[config.mk]
export PLATFORM = sky130hd
export DESIGN_NAME = calc1_port_monitor_flat
export DESIGN_NICKNAME = d
export VERILOG_FILES = /design/src/rtl/calc1_port_monitor_if.sv /design/src/rtl/calc1_port_monitor.sv /design/src/flat_wrapper.sv
export SDC_FILE = /design/constraint.sdc
export NUM_CORES = 1
export LEC_CHECK = 0
export ABC_AREA = 1
export ABC_CLOCK_PERIOD_IN_PS = 3300
export CAP_MARGIN = 20
export CORE_ASPECT_RATIO = 1.5
export CORE_UTILIZATION = 35
export CTS_CLUSTER_SIZE = 28
export DETAILED_ROUTE_END_ITERATION = 6
export SYNTH_ARGS = -nofsm -noshare
export SYNTH_HDL_FRONTEND = slang
export SYNTH_SLANG_ARGS = --single-unit
[constraint.sdc]
create_clock -name c_clk -period 3.3 [get_ports c_clk]
set_input_delay 0.495 -clock c_clk [delete_from_list [all_inputs] [get_ports c_clk]]
set_output_delay 0.495 -clock c_clk [all_outputs]
set_load 0.02 [all_outputs]
[src/rtl/calc1_port_monitor_if.sv]
// Command/response pin bundle observed by one calc1 port monitor.
// The bench or the DUV side drives it as master; the monitor listens as slave.
interface calc1_port_monitor_if;
   logic [3:0]  req_cmd;
   logic [31:0] req_data;
   logic [1:0]  out_resp;
   logic [31:0] out_data;

   modport master (output req_cmd, req_data, out_resp, out_data);
   modport slave  (input  req_cmd, req_data, out_resp, out_data);
endinterface

[src/rtl/calc1_port_monitor.sv]
// Per-port calc1 transaction monitor: queues commands in order, pairs each response
// with its oldest outstanding command and flags unexpected, overflow and timeout errors.
module calc1_port_monitor #(
   parameter int DEPTH   = 4,
   parameter int TIMEOUT = 64,
   parameter int SEQW    = 8
) (
   input  logic                     c_clk,
   input  logic                     reset,
   calc1_port_monitor_if.slave      port,
   output logic                     mon_valid,
   output logic [3:0]               mon_cmd,
   output logic [SEQW-1:0]          mon_seq,
   output logic [1:0]               mon_resp,
   output logic [31:0]              mon_data,
   output logic [31:0]              mon_op1,
   output logic                     err_unexp,
   output logic                     err_ovf,
   output logic                     err_timeout,
   output logic [$clog2(DEPTH):0]   outstanding
);

   localparam int AW = $clog2(DEPTH);
   localparam int CW = AW + 1;
   localparam int TW = $clog2(TIMEOUT) + 1;

   typedef enum logic [1:0] {IDLE, WAIT, DROP} state_t;

   state_t          state, state_nxt;
   logic [3:0]      mem_cmd  [DEPTH];
   logic [31:0]     mem_op1  [DEPTH];
   logic [SEQW-1:0] mem_seq  [DEPTH];
   logic [AW-1:0]   wr_ptr, rd_ptr, pop_idx;
   logic [CW-1:0]   count, count_nxt, avail;
   logic [TW-1:0]   tcnt;
   logic [SEQW-1:0] seq;
   logic            is_drop, pop, push, unexp, ovf, tmo_hit;

   // In DROP the head is discarded this edge, so a response pairs with the entry behind it.
   always_comb begin
      is_drop   = (state == DROP);
      avail     = count - CW'(is_drop);
      pop       = (|port.out_resp) && (avail != '0);
      unexp     = (|port.out_resp) && (avail == '0);
      push      = (|port.req_cmd) && ((count != CW'(DEPTH)) || pop || is_drop);
      ovf       = (|port.req_cmd) && !push;
      pop_idx   = rd_ptr + AW'(is_drop);
      count_nxt = count + CW'(push) - CW'(pop) - CW'(is_drop);
      tmo_hit   = (state == WAIT) && !pop && (tcnt == TW'(TIMEOUT - 1));
      state_nxt = state;
      case (state)
         IDLE:    if (push) state_nxt = WAIT;
         WAIT:    if (count_nxt == '0) state_nxt = IDLE;
                  else if (tmo_hit)     state_nxt = DROP;
         DROP:    state_nxt = (count_nxt != '0) ? WAIT : IDLE;
         default: state_nxt = IDLE;
      endcase
   end

   always_ff @(posedge c_clk or negedge reset) begin
      if (!reset) state <= IDLE;
      else        state <= state_nxt;
   end

   // Storage needs no reset: validity is tracked entirely by the pointers and count.
   always_ff @(posedge c_clk) begin
      if (push) begin
         mem_cmd[wr_ptr] <= port.req_cmd;
         mem_op1[wr_ptr] <= port.req_data;
         mem_seq[wr_ptr] <= seq;
      end
   end

   always_ff @(posedge c_clk or negedge reset) begin
      if (!reset) begin
         wr_ptr      <= '0;
         rd_ptr      <= '0;
         count       <= '0;
         tcnt        <= '0;
         seq         <= '0;
         mon_valid   <= 1'b0;
         mon_cmd     <= '0;
         mon_seq     <= '0;
         mon_resp    <= '0;
         mon_data    <= '0;
         mon_op1     <= '0;
         err_unexp   <= 1'b0;
         err_ovf     <= 1'b0;
         err_timeout <= 1'b0;
      end else begin
         if (push) begin
            wr_ptr <= wr_ptr + AW'(1);
            seq    <= seq + SEQW'(1);
         end
         rd_ptr <= rd_ptr + AW'(is_drop) + AW'(pop);
         count  <= count_nxt;
         if (pop || is_drop || (push && count == '0))
            tcnt <= '0;
         else if (state == WAIT && tcnt != TW'(TIMEOUT - 1))
            tcnt <= tcnt + TW'(1);
         mon_valid <= pop;
         if (pop) begin
            mon_cmd  <= mem_cmd[pop_idx];
            mon_seq  <= mem_seq[pop_idx];
            mon_op1  <= mem_op1[pop_idx];
            mon_resp <= port.out_resp;
            mon_data <= port.out_data;
         end
         err_unexp   <= unexp;
         err_ovf     <= ovf;
         err_timeout <= tmo_hit;
      end
   end

   assign outstanding = count;

endmodule
[src/flat_wrapper.sv]
// flat-port wrapper written by rule: the top's interface ports become plain ports
module calc1_port_monitor_flat 
#(
   parameter int DEPTH   = 4,
   parameter int TIMEOUT = 64,
   parameter int SEQW    = 8
)
  (c_clk, reset, mon_valid, mon_cmd, mon_seq, mon_resp, mon_data, mon_op1, err_unexp, err_ovf, err_timeout, outstanding, port_req_cmd, port_req_data, port_out_resp, port_out_data);
  calc1_port_monitor_if port_i ();
  input  logic c_clk;
  input  logic reset;
  output logic mon_valid;
  output logic [3:0] mon_cmd;
  output logic [SEQW-1:0] mon_seq;
  output logic [1:0] mon_resp;
  output logic [31:0] mon_data;
  output logic [31:0] mon_op1;
  output logic err_unexp;
  output logic err_ovf;
  output logic err_timeout;
  output logic [$clog2(DEPTH):0] outstanding;
  input wire logic [$bits(port_i.req_cmd)-1:0] port_req_cmd;
  input wire logic [$bits(port_i.req_data)-1:0] port_req_data;
  input wire logic [$bits(port_i.out_resp)-1:0] port_out_resp;
  input wire logic [$bits(port_i.out_data)-1:0] port_out_data;
  assign port_i.req_cmd = port_req_cmd;
  assign port_i.req_data = port_req_data;
  assign port_i.out_resp = port_out_resp;
  assign port_i.out_data = port_out_data;
  calc1_port_monitor #(.DEPTH(DEPTH), .TIMEOUT(TIMEOUT), .SEQW(SEQW)) u_core (.c_clk(c_clk), .reset(reset), .port(port_i), .mon_valid(mon_valid), .mon_cmd(mon_cmd), .mon_seq(mon_seq), .mon_resp(mon_resp), .mon_data(mon_data), .mon_op1(mon_op1), .err_unexp(err_unexp), .err_ovf(err_ovf), .err_timeout(err_timeout), .outstanding(outstanding));
endmodule
* After elaboration in Yosys (flattened, before gate mapping)
Memories as Yosys holds them, arrays and structs flattened. A register that Yosys moved wholly into a read port is not among the register bits. Index checks and enable logic that the tools add are counted.
Word-level totals: register bits after elaboration 62, RAM bits 176, bits of input ports 72, output and inout bits 85, memories 3
Memory list:
- u_core.mem_op1 | depth 4, width 32, rd ports 1, clocked after Yosys merged registers in 1, write ports 1, line calc1_port_monitor.sv:31 | logic [31:0] mem_op1 [DEPTH];
- u_core.mem_seq | depth 4, width 8, rd ports 1, clocked after Yosys merged registers in 1, write ports 1, line calc1_port_monitor.sv:32 | logic [SEQW-1:0] mem_seq [DEPTH];
- u_core.mem_cmd | depth 4, width 4, rd ports 1, clocked after Yosys merged registers in 1, write ports 1, line calc1_port_monitor.sv:30 | logic [3:0] mem_cmd [DEPTH];
Cells by class: add/sub/neg operators 9, equality and inequality tests 7, muxes and demuxes 9, reduce and logical (&&, ||, !) cells 27
Operators by type and width (number):
- 7-bit two-way mux | 2
- 3-bit zero test | 3
- 3-bit by 1-bit subtractor with 3-bit output | 3
- 8-bit by 1-bit adder with 8-bit output, second input constant | 1
- 1-bit logical AND | 8
- 7-bit by 1-bit adder with 7-bit output, second input constant | 1
- 7-bit by 6-bit equality test with 1-bit output, second input constant | 1
- 7-bit by 6-bit != test with 1-bit output, second input constant | 1
- 2-bit two-way mux | 3
- 2-bit case mux with 3 select lines | 1
- 3-bit nonzero test | 2
- 1-bit zero test | 5
- 2-bit by 1-bit adder with 2-bit output | 2
- 1-bit logical OR | 4
- 4-bit OR reduction | 1
- 3-bit by 1-bit adder with 3-bit output | 1
- 1-bit two-way mux | 3
- 3-bit by 2-bit != test with 1-bit output, second input constant | 1
- 3-bit != test, second input constant | 1
- 2-bit by 1-bit adder with 2-bit output, second input constant | 1
- 2-bit by 1-bit equality test with 1-bit output, second input constant | 1
- 2-bit equality test, second input constant | 1
- 2-bit zero test | 1
- 2-bit by 1-bit != test with 1-bit output, second input constant | 1
- other kinds (3) | 3

* Logic depth before layout (Yosys ltp)
depth in word-level cells 13, gate-level depth with buffers 18, mapped depth without buffers 16

* Worst setup path after synthesis
OpenSTA, ideal clock, no wires.
path type flip-flop to flip-flop, start point register u_core.count[0] (netlist: u_core.outstanding[0]), end point memory u_core.mem_cmd[0][0] (enable), setup time 445 ps, data arrival time 2903 ps, path slack -49 ps, stages on the path, launching flop included 8, path buffers 1, clock period less this slack 3349 ps, cell sequence dfrtp_1 inv_1 nand4_1 inv_1 nand2_1 nand2_2 buf_2 nor2_1
Between the ends: word-level cells in the longest chain between the ends 8, elaborated cells between the ends (all ways) 9, those cells by class add/sub (1); eq/ne (1); mux (2); reduce/logical (5)
RTL lines:
- start, declared | line calc1_port_monitor.sv:34 | logic [CW-1:0] count, count_nxt, avail;
- start signal, assigned | line calc1_port_monitor.sv:96 | count <= count_nxt;
- 3-bit by 1-bit subtractor with 3-bit output | line calc1_port_monitor.sv:42 | avail = count - CW'(is_drop);
- 3-bit nonzero test | line calc1_port_monitor.sv:43 | pop = (|port.out_resp) && (avail != '0);
- 1-bit logical AND | line calc1_port_monitor.sv:43
- 1-bit logical OR * (2 in series) | line calc1_port_monitor.sv:45 | push = (|port.req_cmd) && ((count != CW'(DEPTH)) || pop || is_drop);
- 1-bit logical AND * | line calc1_port_monitor.sv:45
- 1-bit two-way mux * | line calc1_port_monitor.sv:67 | if (push) begin
- 1-bit two-way mux (implied by the code) * | line calc1_port_monitor.sv:68 | mem_cmd[wr_ptr] <= port.req_cmd;
- end, declared | line calc1_port_monitor.sv:30
Mark *: on every way between the ends. The rest lies on a longest branch, timed or not.

* Worst setup path in the final report
start point input port_req_cmd[2], end point register u_core.state[0]
Between the ends: word-level cells in the longest chain between the ends 8, elaborated cells between the ends (all ways) 13, those cells by class add/sub (3); eq/ne (2); mux (3); reduce/logical (5)
RTL lines:
- start, declared | line flat_wrapper.sv:22 | input wire logic [$bits(port_i.req_cmd)-1:0] port_req_cmd;
- 4-bit OR reduction * | line calc1_port_monitor.sv:45
- 1-bit logical AND * | line calc1_port_monitor.sv:45
- 3-bit by 1-bit adder with 3-bit output * | line calc1_port_monitor.sv:48 | count_nxt = count + CW'(push) - CW'(pop) - CW'(is_drop);
- 3-bit by 1-bit subtractor with 3-bit output * (2 in series) | line calc1_port_monitor.sv:48
- net u_core.count_nxt[1] | line calc1_port_monitor.sv:34
- 3-bit nonzero test / 3-bit zero test (equally long branches) | line calc1_port_monitor.sv:55, calc1_port_monitor.sv:53
- 1-bit two-way mux, or another cell as far along | line calc1_port_monitor.sv:55 | DROP: state_nxt = (count_nxt != '0) ? WAIT : IDLE;
- 2-bit case mux with 3 select lines / 2-bit AND reduction (equally long branches)
- end signal, assigned | line calc1_port_monitor.sv:62 | else state <= state_nxt;
- end, declared | line calc1_port_monitor.sv:29 | state_t state, state_nxt;
Mark *: on every way through the listed nets, which the timed path passes. The rest lies on a longest branch. A chain may end at the register's enable or synchronous reset.

==> flow_summary.json <==
{
  "clk_pin_slew_ps": 70,
  "die_area_um2": 32400,
  "num_vias": 7228,
  "cts_post_setup_buffers_inserted": 0,
  "p_sw_share_pct": 35.6,
  "crit_type": "input port to flop",
  "cp-end-kind": "flop",
  "synth_cell_types": 27,
  "arrival_ps": 2900,
  "yosys.area.top_type": "edfxtp_1",
  "worstReg2RegEnd": "u_core.state[0]$_DFFE_PN0P_",
  "r2r-start": "u_core.state[0]$_DFFE_PN0P_",
  "syn-cell-area_um2": 11100,
  "fmax_mhz": 405,
  "antenna_found_initial": 0,
  "die_h_um": 220,
  "cts-root-buf": "clkbuf_16",
  "initial_core_util_pct": 35.6,
  "layout.nets": 1227,
  "finalMaxSlewViolations": 0,
  "synth_seq_cells": 282,
  "place_hpwl_um": 15400,
  "cts.sinks": 282,
  "preCtsSetupSlack_ps": 214,
  "ctsHoldBuffers": 0,
  "syn_to_final_growth_pct": 27.0,
  "design_area_um2": 14100,
  "gr-usage-all-layers_pct": 15.5,
  "synth_top_area_share_pct": 47.7,
  "fin_util_pct": 45.2,
  "p_int_w": 0.00905,
  "core_um2": 31100,
  "pwr_density_cell_nw_per_um2": 999,
  "seq_power_share_pct": 41.7,
  "grt_max_degree": 89,
  "drv_cap": 0,
  "yosysWarnings": 0,
  "p_clk_share_pct": 23.2,
  "ctsResizeCount": 0,
  "min_period_over_period_pct": 74.8,
  "clock_latency_ps": 550,
  "portBuffers": 156,
  "drt-total-wl_um": 24700,
  "gr-total-overflow": 0,
  "hold_viol": 2,
  "worst_slew_pin_slew_ps": 907,
  "synth_nets": 1063,
  "setup_viol": 0,
  "drtIter0Drc": 336,
  "synthTopCellsByArea": "edfxtp_1 48%, dfrtp_1 24%, nand2_1 11%, o21ai_0 4.6%, nor2_1 3.8%",
  "ir_drop_mv": 0.556,
  "place.gp.congestion": 0.785,
  "wl_per_cell_um": 15.7,
  "io_pins": 157,
  "htreeDepth": 1,
  "syn_area_per_cell_um2": 11.3,
  "leakagePower_nw": 5.70,
  "status": "finished with violations",
  "violations": "negative hold slack",
  "grt_pass1_wl_um": 38900,
  "num_rows": 79,
  "drc_errors": 0,
  "firstDrtPassIters": 4,
  "reg2reg_slack_ps": 900,
  "comb_power_share_pct": 35.1,
  "synthCells": 978,
  "cp_max_fo": 5,
  "whs_ps": -6.26,
  "p_total_w": 0.0141,
  "cts_tree": "yes",
  "min_period_ps": 2470,
  "drive_above_1_share_pct": 7.47,
  "rsz0062_at_grt": "false",
  "cp.required_ps": 3730,
  "ys_seq_area_share_pct": 71.6,
  "numCtsBuffers": 28,
  "fin_ws_ps": 832,
  "p_switching_w": 0.00501,
  "die_w_um": 147,
  "critPathLaunchType": "input port",
  "rr_worst_depth": 13,
  "grt_pass1_vias": 7253,
  "drt.antenna.violating_nets": 0,
  "vias_per_cell": 4.60,
  "worst_clock_skew_ps": 20.4,
  "clockBufferDepth": 3,
  "hold_class": "input port to async pin",
  "slew_headroom_pct": 39.5,
  "placed_cell_area_um2": 13100
}
synthesized netlist by cell type, drive strengths merged:
cell,instances
a21oi,3
a22o,1
buf,33
clkbuf,13
dfrtp,106
edfxtp,176
fa,1
ha,12
inv,30
nand2,324
nand3,9
nand3b,1
nand4,6
nor2,112
nor3,3
o21ai,135
xnor2,8
xor2,5
critical path, stage by stage:
cell	delay, ps
clkdlybuf4s50_1	490
nor2_1	170
nand2_1	190
nand2_2	140
inv_2	50
fa_1	400
inv_1	60
ha_1	210
inv_1	60
ha_1	230
nor2_1	90
nand3_1	120
nand3_1	110
nand3_1	70
cell families after synthesis:
group / count (synthesis) / share of synthesized area (%)
AO/OA/AOI/OAI: 139 / 6.31
XOR/XNOR: 13 / 1.10
adder cells (fa/ha/maj): 13 / 1.54
buffers and inverters: 76 / 3.57
flip-flops: 282 / 71.6
AND/OR/NAND/NOR: 455 / 15.9
per-stage QoR:
step / TNS (ps) / instances
finish: 0 / 1570
global route: 0 / 1569
detailed placement: 0 / 1517
CTS: 0 / 1569
global placement: 0 / 1517
floorplan: -8590 / 978
flip-flops by register name (all words and copies together), names as in the netlist, 3 cells and up:
register and count:
u_core.mon_op1 32, u_core.mem_cmd 16, u_core.mon_seq 8, u_core.mon_data 32, u_core.mem_op1 128, u_core.mon_cmd 4, u_core.seq 8, u_core.tcnt 7
u_core.outstanding 3, u_core.mem_seq 32
placed cells by master (no fill, tap or decap):
master,instances
ha_4,1
inv_2,5
clkbuf_1,5
nand3_1,8
nor2_1,108
clkdlybuf4s50_1,155
clkinv_8,1
clkbuf_16,29
ha_1,11
clkinv_4,1
nand4_1,6
diode_2,1
a22o_1,1
fa_1,1
o21ai_1,34
nand3b_1,1
a21oi_1,3
inv_1,25
bufinv_16,3
edfxtp_1,176
xnor2_1,7
inv_8,1
buf_12,1
nor2_4,4
nand3_2,1
buf_4,24
nand2_4,1
clkinvlp_4,1
o21ai_0,101
xnor2_4,1
nor3_1,3
clkinv_2,8
nand2_1,321
xor2_1,5
clkbuf_8,3
dfrtp_1,106
nand2_2,2
metal layers:
layer | up-vias | routed length [um] | track usage (%)
li1 | 3591 | - | -
met1 | 3471 | 9670 | 17.2
met2 | 124 | 13300 | 29.3
met3 | 42 | 794 | 1.93
met4 | 0 | 923 | 7.11
met5 | - | 0 | 0
power by group through the flow:
stage               Sequential, W  Combinational [W]  Clock [W]
floorplan                 0.00643            0.00244          0
global placement          0.00589            0.00496          0
CTS                       0.00587            0.00504    0.00335
detailed placement        0.00593            0.00502          0
finish                    0.00586            0.00493    0.00327
global route              0.00600            0.00551    0.00349
area by class of cell:
class,count,area (um^2)
inverters,30,113
flip-flops and latches,282,7940
repair buffers,180,1750
multi-input cells,620,2800
clock buffers,37,786
fillers,2879,17100
diodes,1,2.50
well taps,405,507
clock inverters,15,174
how the worst max path moves through the flow:
stage | startpoint | to | slack (ps) | cells after the start
after floorplan | u_core.outstanding[0]$_DFF_PN0_ | u_core.mem_cmd[0][0]$_DFFE_PP_ | -50 | 7
after global placement | port_req_cmd[3] | u_core.state[0]$_DFFE_PN0P_ | 260 | 14
after detailed placement | port_req_cmd[2] | u_core.state[0]$_DFFE_PN0P_ | 210 | 14
after CTS | port_req_cmd[3] | u_core.state[0]$_DFFE_PN0P_ | 790 | 14
after global routing | port_out_resp[1] | u_core.state[0]$_DFFE_PN0P_ | 640 | 14
final | port_req_cmd[2] | u_core.state[0]$_DFFE_PN0P_ | 830 | 14
Note: power is estimated with default switching activity, not from simulation.
